File: src/rtl/mem_wb_skid.sv
// rtl/mem_wb_skid.sv - MEM/WB boundary with 2-entry skid buffer, flush, WB data select and stall counter
// Main register drives the WB side; skid register absorbs one entry so in_ready is purely registered.
module mem_wb_skid #(
  parameter int N          = 32,
  parameter int REGW       = 5,
  parameter int WBW        = 2,
  parameter int ZERO_GUARD = 1,
  parameter int CNTW       = 16
) (
  input  logic            clk,
  input  logic            rst_n,
  input  logic            flush,
  input  logic            in_valid,
  output logic            in_ready,
  input  logic [WBW-1:0]  WB_in,
  input  logic [REGW-1:0] loadreg,
  input  logic [N-1:0]    readdata,
  input  logic [N-1:0]    Aluresult,
  output logic            out_valid,
  input  logic            out_ready,
  output logic [WBW-1:0]  WB_out,
  output logic [REGW-1:0] loadout,
  output logic [N-1:0]    dataout,
  output logic [N-1:0]    Aluresout,
  output logic [N-1:0]    wb_data,
  output logic            wb_we,
  output logic [CNTW-1:0] stall_cnt
);

  localparam int PW = WBW + REGW + 2 * N;

  logic [PW-1:0]   in_pay;
  logic [PW-1:0]   m_pay_q, m_pay_d;
  logic [PW-1:0]   s_pay_q, s_pay_d;
  logic            m_valid_q, m_valid_d;
  logic            s_valid_q, s_valid_d;
  logic [CNTW-1:0] stall_cnt_q, stall_cnt_d;
  logic            acc, con;

  assign in_pay   = {WB_in, loadreg, readdata, Aluresult};
  assign in_ready = !s_valid_q;
  assign acc      = in_valid & in_ready;
  assign con      = m_valid_q & out_ready;

  always_comb begin
    m_pay_d     = m_pay_q;
    s_pay_d     = s_pay_q;
    m_valid_d   = m_valid_q;
    s_valid_d   = s_valid_q;
    stall_cnt_d = stall_cnt_q;

    if (m_valid_q && !out_ready && (stall_cnt_q != {CNTW{1'b1}}))
      stall_cnt_d = stall_cnt_q + CNTW'(1);

    if (flush) begin
      m_valid_d = 1'b0;
      s_valid_d = 1'b0;
    end else if (!m_valid_q) begin
      // skid can never be occupied while main is empty
      if (acc) begin
        m_pay_d   = in_pay;
        m_valid_d = 1'b1;
      end
    end else if (con) begin
      if (s_valid_q) begin
        m_pay_d   = s_pay_q;
        s_valid_d = 1'b0;
      end else if (acc) begin
        m_pay_d = in_pay;
      end else begin
        m_valid_d = 1'b0;
      end
    end else if (acc) begin
      s_pay_d   = in_pay;
      s_valid_d = 1'b1;
    end
  end

  always_ff @(posedge clk or negedge rst_n) begin
    if (!rst_n) begin
      m_pay_q     <= '0;
      s_pay_q     <= '0;
      m_valid_q   <= 1'b0;
      s_valid_q   <= 1'b0;
      stall_cnt_q <= '0;
    end else begin
      m_pay_q     <= m_pay_d;
      s_pay_q     <= s_pay_d;
      m_valid_q   <= m_valid_d;
      s_valid_q   <= s_valid_d;
      stall_cnt_q <= stall_cnt_d;
    end
  end

  assign {WB_out, loadout, dataout, Aluresout} = m_pay_q;
  assign out_valid = m_valid_q;
  assign stall_cnt = stall_cnt_q;
  assign wb_data   = WB_out[0] ? dataout : Aluresout;
  assign wb_we     = m_valid_q & WB_out[1] & ~((ZERO_GUARD != 0) && (loadout == '0));

endmodule

File: config.mk
export PLATFORM = sky130hd
export DESIGN_NAME = mem_wb_skid
export DESIGN_NICKNAME = d
export VERILOG_FILES = /design/src/rtl/mem_wb_skid.sv
export SDC_FILE = /design/constraint.sdc
export NUM_CORES = 1
export LEC_CHECK = 0
export CORE_UTILIZATION = 44
export DETAILED_ROUTE_END_ITERATION = 7
export HOLD_SLACK_MARGIN = 0.1
export PLACE_DENSITY = 0.83
export SLEW_MARGIN = 20
export SYNTH_ARGS = -nofsm -noshare
export SYNTH_HDL_FRONTEND = slang
export SYNTH_SLANG_ARGS = --single-unit
export TNS_END_PERCENT = 50
File: constraint.sdc
create_clock -name clk -period 1.5 [get_ports clk]
set_input_delay 0.3 -clock clk [delete_from_list [all_inputs] [get_ports clk]]
set_output_delay 0.3 -clock clk [all_outputs]
set_load 0.005 [all_outputs]
=== After elaboration in Yosys (flattened, before gate mapping) ===
Cells that the tools add are included.

* Register bits after elaboration: 160
* Input port bits: 76
* Output and inout bits: 122
* Logic and storage cells: 39

* $add $sub $neg: 1
* Eq/ne operators: 2
* Muxes and demuxes: 14
* Bitwise operators: 7
* Reductions and logical operators: 10

{| class="wikitable"
|+ Operators with widths
! cell !! count
|-
| two-way mux 71 bit || 4
|-
| two-way mux 32 bit || 1
|-
| adder 16 x 1 -> 16 bit (second input constant) || 1
|-
| != test 16 bit (second input constant) || 1
|-
| two-way mux 1 bit || 9
|-
| zero test 5 bit || 1
|-
| bitwise AND 1 bit || 4
|-
| AND reduction 2 bit || 2
|-
| AND reduction 4 bit || 1
|-
| NOT 1 bit || 3
|-
| nonzero test 3 bit || 1
|-
| logical AND 1 bit || 2
|-
| zero test 1 bit || 2
|-
| != test 2 x 1 -> 1 bit (second input constant) || 1
|-
| nonzero test 2 bit || 1
|}

=== Longest topological paths before layout ===
Gate-level depths: netlist of the first run.

* Depth in word-level cells: 7
* Gate-level depth with buffers: 6
* Depth with buffers taken out: 5

=== Worst setup path before layout of the first run ===
Ideal clock, no wire load.

* Kind: flip-flop to flip-flop
* From: register m_valid_q, in the netlist out_valid
* To: register s_pay_q[0]
* Library setup time: 0.125 ns
* Data arrival time: 1.541 ns
* Required time: 1.375 ns
* Path slack: -0.165 ns
* Cell stages (with the launch flop): 7
* Path buffers: 3
* Clock period less this slack: 1.665 ns
* Cells stage by stage: dfrtp_1 buf_2 nand2b_1 buf_6 nor3_4 buf_6 mux2_2

* Word-level cells in the longest chain between the ends: 3

{| class="wikitable"
|+ Ends and longest elaborated chain
! what !! RTL line !! source
|-
| start: declaration || 35 || <nowiki>logic m_valid_q, m_valid_d;</nowiki>
|-
| start signal: assignment || 89 || <nowiki>m_valid_q <= m_valid_d;</nowiki>
|-
| bitwise AND 1 bit || 43 || <nowiki>assign con = m_valid_q & out_ready;</nowiki>
|-
| NOT 1 bit (no source line) || -- ||
|-
| AND reduction 4 bit (no source line) (*) || -- ||
|-
| end signal: assignment || 88 || <nowiki>s_pay_q <= s_pay_d;</nowiki>
|-
| end: declaration || 34 || <nowiki>logic [PW-1:0] s_pay_q, s_pay_d;</nowiki>
|}

Every way passes the cells marked *; elsewhere a longest branch is shown, timed or not.
A chain may end at the register's enable or synchronous reset.

=== Worst setup path after layout of the first run ===
* From: register m_pay_q[69]
* To: output port wb_data[17]

* Word-level cells in the longest chain between the ends: 1

{| class="wikitable"
|+ Ends and longest elaborated chain
! what !! RTL line !! source
|-
| start: declaration || 33 || <nowiki>logic [PW-1:0] m_pay_q, m_pay_d;</nowiki>
|-
| start signal: assignment || 87 || <nowiki>m_pay_q <= m_pay_d;</nowiki>
|-
| two-way mux 32 bit || 98 || <nowiki>assign wb_data = WB_out[0] ? dataout : Aluresout;</nowiki>
|-
| end: declaration || 25 || <nowiki>output logic [N-1:0] wb_data,</nowiki>
|}

No other way between the ends.

==> impl_results.md, run 1 <==
- Fin cells: between 1000 and 1500
- Kind of critical path: flop to output port
- Core area: between 15000 and 20000 µm²
- Post-synthesis register bit count: 160
- Placer Congestion: 0.809
- Vias: ~6600
- Synthesized area: 7080 µm²
- Antenna violations before repair: 0
- CTS tree: yes
- GR Overflow Total: 0
- Clk_lat worst skew: between 0.4 and 0.5 ns
- All-Layer GR Usage: around 30%
- Most used DFF post-synth: dfrtp_1
- Max-slew violation count: 0
- Residual DRC: 0
- Global route hottest layer: met2
- Routed wire length: around 28000 µm
- VDD IR-drop max: around 0.00091 V
- Area delta synth->final: 73.8%
- Clk sinks: 160
- Longest Clk Path Bufs: 2
- Leakage power: approximately 5.4 nW
- Final TNS setup: -29.62 ns
- EDFF count, synth: 0
- Power Internal: between 10 and 15 mW
- Least-Margin Pin Slew: 0.329 ns
- Core Rows: 45
- Initial Util: about 46%
- Tmin final: just under 2 ns
- Fmax: 504 MHz
- Antenna viol nets, final: 0
- Post-Syn Instances: around 520
- Rel. slew slack: about four fifths
- Routing usage on met3: around 6.7%
- DR pass1 iterations: 5
- Worst min path class: input port to asynchronous set/reset pin
- Final Hold Viols: 0
- Net count, final: 943
- Cell taking the most area after synthesis: dfrtp_1
- Root Driver: clkbuf_16
- Top-count cell post-synth: dfrtp_1
- Setup crit end kind: output port
- Fin crit share: 132%
- Final worst setup slack: -0.486 ns
- Final HPWL DP: between 10000 and 15000 µm
- Synth unique cells: 42
- Commonest cells post-synth: 160 x dfrtp_1, 105 x mux2_2, 71 x o22ai_1, 66 x a2bb2oi_1, 23 x clkbuf_1
- Combinational Power Share: 34.0%
- Die Area: ~17000 µm²
- Failing checks: setup timing
- Drt wl/cell: between 20 and 30 µm
- Sequential Power Share: 37.8%
- Syn avg cell area: around 14 µm²
- RSZ-0062 raised after global routing: yes
- Max-cap violations: 0
- Die H: approximately 130 µm
- Clock share of power: between 20% and 30%
- Skew final: roughly 0.0095 ns
- Worst-path clk slew: roughly 0.070 ns
- FFs w/ async S/R, synth: 100%
- Synth Net Count: 600
- # port buffers: roughly 200
- Layout cells sized above 1: 51.4%
- # placed instances: 966
- Net Sw Frac: around 29%
- 1st-iter DRT viols: between 400 and 500
- GR Util met1: between 30% and 40%
- Pin count of the biggest net entering global routing: 52
- First-pass GRT wire length: about 37000 µm
- Vias in the first global route: about 6800
- NetSw: 4.65 mW
- Count of inserted antenna diode cells: 0
- WP data arrival: 1.69 ns
- Crit-path max FO: 5
- Syn. warnings: 0
- Outcome: finished, violations left
- Critical Path Start Type: flop
- Met2 Usage GRT: 50.5%
- Synth top area share: a little under three fifths
- Top-level I/O count: slightly below 200
- PwrDens: between 1000 and 1500 nW/µm²
- Largest cells by area after synthesis: dfrtp_1 57%, mux2_2 17%, a2bb2oi_1 8.2%
- Via-per-instance ratio: 6.06
- Die W: ~130 µm
- Sequential area share after synthesis: between 50% and 60%
- Final number of setup-violating endpoints: roughly 190
- H-tree Lvls: 4
- CTS buffer count: 17
- CP required: 1.20 ns
[layout by cell type (no fill, tap or decap), types with 4 or more instances in the layout]
cell,count
nand2_4,4
clkbuf_2,13
clkdlybuf4s15_1,27
buf_4,100
dfrtp_1,157
buf_16,8
buf_12,21
o22ai_1,71
xnor2_1,4
clkdlybuf4s50_1,74
dlygate4sd2_1,50
buf_6,42
a21oi_1,5
buf_2,18
nand2_1,4
mux2_2,30
a2bb2oi_2,69
mux2_4,75
nand3_1,4
clkbuf_16,27
nand4_1,4
[layout make-up]
class / instances / area (µm²)
repair buffers: 366 / 3760
inverters: 2 / 7.51
flip-flops and latches: 160 / 4010
multi-input cells: 319 / 3650
well taps: 211 / 264
clock buffers: 20 / 457
fillers: 852 / 3120
clock inverters: 12 / 156
[timing repair]
action / CTS / global route
gates resized for setup: 308 / 124
endpoints found under the setup margin: 257 / 205
pin swaps: 12 / 17
cloned: 8 / 11
hold buffers: 1 / 0
buffers inserted: 59 / 21
endpoints found under the hold margin: 94 / 0
[final timing paths]
kind / start / end / slack [ns] / cells after the start
min in group clk: Aluresult[29] / s_pay_q[29] / 0.51 / 2
min: rst_n / s_pay_q[25] / 0.32 / 2
max reg2reg: s_valid_q / s_pay_q[45] / -0.24 / 7
max: m_pay_q[69] / wb_data[17] / -0.49 / 5
max in group asynchronous: rst_n / s_pay_q[59] / 0.60 / 3
min reg2reg: s_pay_q[56] / s_pay_q[56] / 0.52 / 1
[flip-flops by register name, summed over array words and instances, names as in the netlist]
| name | count |
|---|---|
| stall_cnt | 16 |
| m_pay_q | 71 |
| s_pay_q | 71 |
| s_valid_q | 1 |
| out_valid | 1 |
[critical path, stage by stage (launching register included)]
cell and delay, ns:
dfrtp_2 0.43, buf_12 0.15, buf_12 0.14, buf_6 0.12
mux2_4 0.30, buf_6 0.12
[kinds of logic after synthesis]
family,after synthesis,synth area share (%)
DFF,160,56.6
adders and majority gates,1,0.177
xor gates and xnor gates,7,0.866
AOI/OAI and AO/OA,163,17.7
buffers and inverters,44,3.96
muxes,106,16.8
and+or+nand+nor,42,3.92
[layer usage]
metal | share of wire [%] | wire, µm
met1 | 39 | 10600
met2 | 50 | 13700
met3 | 6.6 | 1820
met4 | 5.1 | 1400
met5 | 0 | 0
[stage by stage]
step / instance area, µm² / power [mW] / util, % / worst slack, ns / hold slack (ns)
2_1_floorplan: 7360 / 7.94 / - / -0.161 / 0.00441
3_3_place_gp: 10100 / 10.4 / 65.5 / -0.393 / 0.204
3_5_place_dp: 10100 / 10.5 / 65.5 / -0.393 / 0.209
4_1_cts: 11500 / 15.4 / 74.3 / -0.483 / 0.317
5_1_grt: 12300 / 16.7 / 79.8 / -0.508 / 0.341
6_report: 12300 / 16.1 / 79.8 / -0.486 / 0.318
[power groups by stage]
stage	Clock (mW)	Combinational [mW]	Sequential [mW]
floorplan	0	1.99	5.95
global placement	0	4.37	6.00
detailed placement	0	4.49	6.04
CTS	4.53	4.88	5.95
global route	4.76	5.75	6.17
finish	4.56	5.48	6.10
(Power assumes the default switching activity.)
==> run 2: changes to the inputs <==
--- a/config.mk
+++ b/config.mk
@@ -5,7 +5,9 @@
 export SDC_FILE = /design/constraint.sdc
 export NUM_CORES = 1
 export LEC_CHECK = 0
-export CORE_UTILIZATION = 44
+export CELL_PAD_IN_SITES_DETAIL_PLACEMENT = 1
+export CELL_PAD_IN_SITES_GLOBAL_PLACEMENT = 1
+export CORE_UTILIZATION = 35
 export DETAILED_ROUTE_END_ITERATION = 7
 export HOLD_SLACK_MARGIN = 0.1
 export PLACE_DENSITY = 0.83
==> impl_results.md, run 2 (synthesis results as in run 1) <==
- CP max stage delay: ~0.40 ns
- Core Rows: between 50 and 60
- CP required: 1.20 ns
- Crit-path max FO: 2
- Die H: around 140 µm
- Leakage power: approximately 5.3 nW
- Via-per-instance ratio: 5.50
- Least-Margin Pin Slew: between 0.4 and 0.5 ns
- Clk sinks: between 150 and 200
- CTS tree: yes
- GR Overflow Total: 0
- Layout cells sized above 1: a little over half
- H-tree Lvls: 4
- Top-level I/O count: 198
- Power Internal: roughly 11 mW
- FF-to-FF Start: out_valid
- Sequential Power Share: a little under two fifths
- Drt wl/cell: around 25 µm
- Critical Path Start Type: flop
- Final number of setup-violating endpoints: roughly 190
- Worst path slowest cell: or3_4
- Fin cells: between 1000 and 1500
- Worst min path class: input port to asynchronous set/reset pin
- Pre-CTS WS: -0.525 ns
- Routed wire length: approximately 29000 µm
- Pin count of the biggest net entering global routing: a little under 60
- PwrDens: approximately 1300 nW/µm²
- # placed instances: about 1000
- Kind of cell adding the most delay to the critical path: simple AND/OR/NAND/NOR gates
- 1st-iter DRT viols: roughly 220
- VDD IR-drop max: 0.000805 V
- # port buffers: between 150 and 200
- Fin crit share: 133%
- Combinational Power Share: between 30% and 40%
- Crit-path cells: or3_4, o311a_1, buf_6
- Kind of critical path: flop to output port
- Overall Power: approximately 16 mW
- Net count, final: 949
- Antenna viol nets, final: 0
- DR pass1 iterations: 4
- Failing checks: setup timing
- Count of inserted antenna diode cells: 0
- CTS buffer count: 17
- RR Endpoint: m_pay_q[15]
- Clock share of power: around 26%
- Root Driver: clkbuf_16
- Die W: 144 µm
- Final HPWL DP: between 15000 and 20000 µm
- Rel. slew slack: between 70% and 80%
- Worst-path clk slew: around 0.07 ns
- Longest Clk Path Bufs: 2
- Final worst setup slack: -0.494 ns
- Initial Util: 36.0%
- Core area: roughly 20000 µm²
- WP data arrival: ~1.7 ns
- R2r setup slk: -0.18 ns
- Residual DRC: 0
- NetSw: 4.87 mW
- Fillers: approximately 2000
- Tmin final: between 1.5 and 2 ns
- FF-to-FF path depth: 7
- Die Area: 20800 µm²
- Hold slack: approximately 0.33 ns
- First-pass GRT wire length: 40600 µm
- Leading cell types in the layout, fill and taps excluded: 156 x dfrtp_1, 102 x buf_4, 81 x mux2_4, 73 x clkdlybuf4s50_1, 68 x o22ai_1
- Antenna violations before repair: 1
- Vias: between 6000 and 7000
- Worst Path Buf+Inv: 1
- Area delta synth->final: 70.2%
- Reg area: roughly 4000 µm²
- Final Hold Viols: 0
- Vias in the first global route: roughly 6800
- Placer Congestion: about 0.83
- Max-slew violation count: 0
- Outcome: finished, violations left
- RSZ-0062 raised after global routing: yes
- Max-cap violations: 0
- All-Layer GR Usage: a little over a quarter
- Setup crit end kind: output port
- Skew final: roughly 0.010 ns
- Fmax: ~500 MHz
- Multi-input gate area: between 3000 and 4000 µm²
- Commonest non-fill, non-tap cell in the layout: dfrtp_1
- Clk_lat worst skew: ~0.43 ns
- Net Sw Frac: around 31%
[run 2: worst max path at each step]
| stage | from | to | slack [ns] | cells after the start |
|---|---|---|---|---|
| final | m_pay_q[68] | wb_we | -0.49 | 3 |
| after detailed placement | out_ready | s_pay_q[18] | -0.53 | 6 |
| after floorplan | out_valid | s_pay_q[0] | -0.16 | 6 |
| after global placement | out_ready | s_pay_q[0] | -0.47 | 6 |
| after global routing | m_pay_q[68] | wb_we | -0.54 | 3 |
| after CTS | m_pay_q[69] | wb_data[17] | -0.65 | 5 |
[run 2: layout make-up]
cell class / count / share of cell area (%)
flip-flops and latches: 160 / 33.3
multi-input cells: 319 / 29.7
repair buffers: 372 / 29.7
clock buffers: 18 / 3.65
well taps: 265 / 2.75
clock inverters: 14 / 0.893
inverters: 2 / 0.0623
[run 2: worst register-to-register path, delay by kind of cell (launching register included)]
family,cells,cell delay (ns)
AOI/OAI and AO/OA,2,0.42
DFF,1,0.41
and+or+nand+nor,2,0.28
buffers and inverters,3,0.50
[run 2: power by group through the flow]
| stage | Clock, mW | Combinational (mW) | Sequential (mW) |
|---|---|---|---|
| 2_1_floorplan | 0 | 1.99 | 5.95 |
| 3_3_place_gp | 0 | 4.49 | 5.99 |
| 3_5_place_dp | 0 | 4.69 | 6.07 |
| 4_1_cts | 4.17 | 5.17 | 5.98 |
| 5_1_grt | 4.37 | 6.01 | 6.16 |
| 6_report | 4.12 | 5.71 | 6.08 |
[run 2: layer usage]
| layer | wire, µm | vias to the layer above | share of wire, % | GRT usage (%) |
|---|---|---|---|---|
| met1 | 11800 | 3325 | 40 | 31.6 |
| met2 | 15300 | 229 | 52 | 47.1 |
| met5 | 13 | - | 0.044 | 0 |
| li1 | - | 2726 | - | - |
| met3 | 1530 | 43 | 5.2 | 5.66 |
| met4 | 569 | 2 | 1.9 | 7.37 |
[run 2: metrics by stage]
| step | area, µm² | setup TNS [ns] | util, % |
|---|---|---|---|
| finish | 12000 | -28.91 | 61.3 |
| global route | 12000 | -39.40 | 61.3 |
| CTS | 11600 | -28.30 | 58.9 |
| detailed placement | 10200 | -77.81 | 51.9 |
| global placement | 10200 | -68.36 | 51.9 |
| floorplan | 7360 | -10.76 | - |
[run 2: what timing repair did]
action,CTS,global route
endpoints found under the hold margin,73,0
setup endpoints to repair,264,232
buffers inserted,68,12
pin swaps,4,10
gates resized for setup,341,164
hold buffers,1,0
gates cloned,5,8
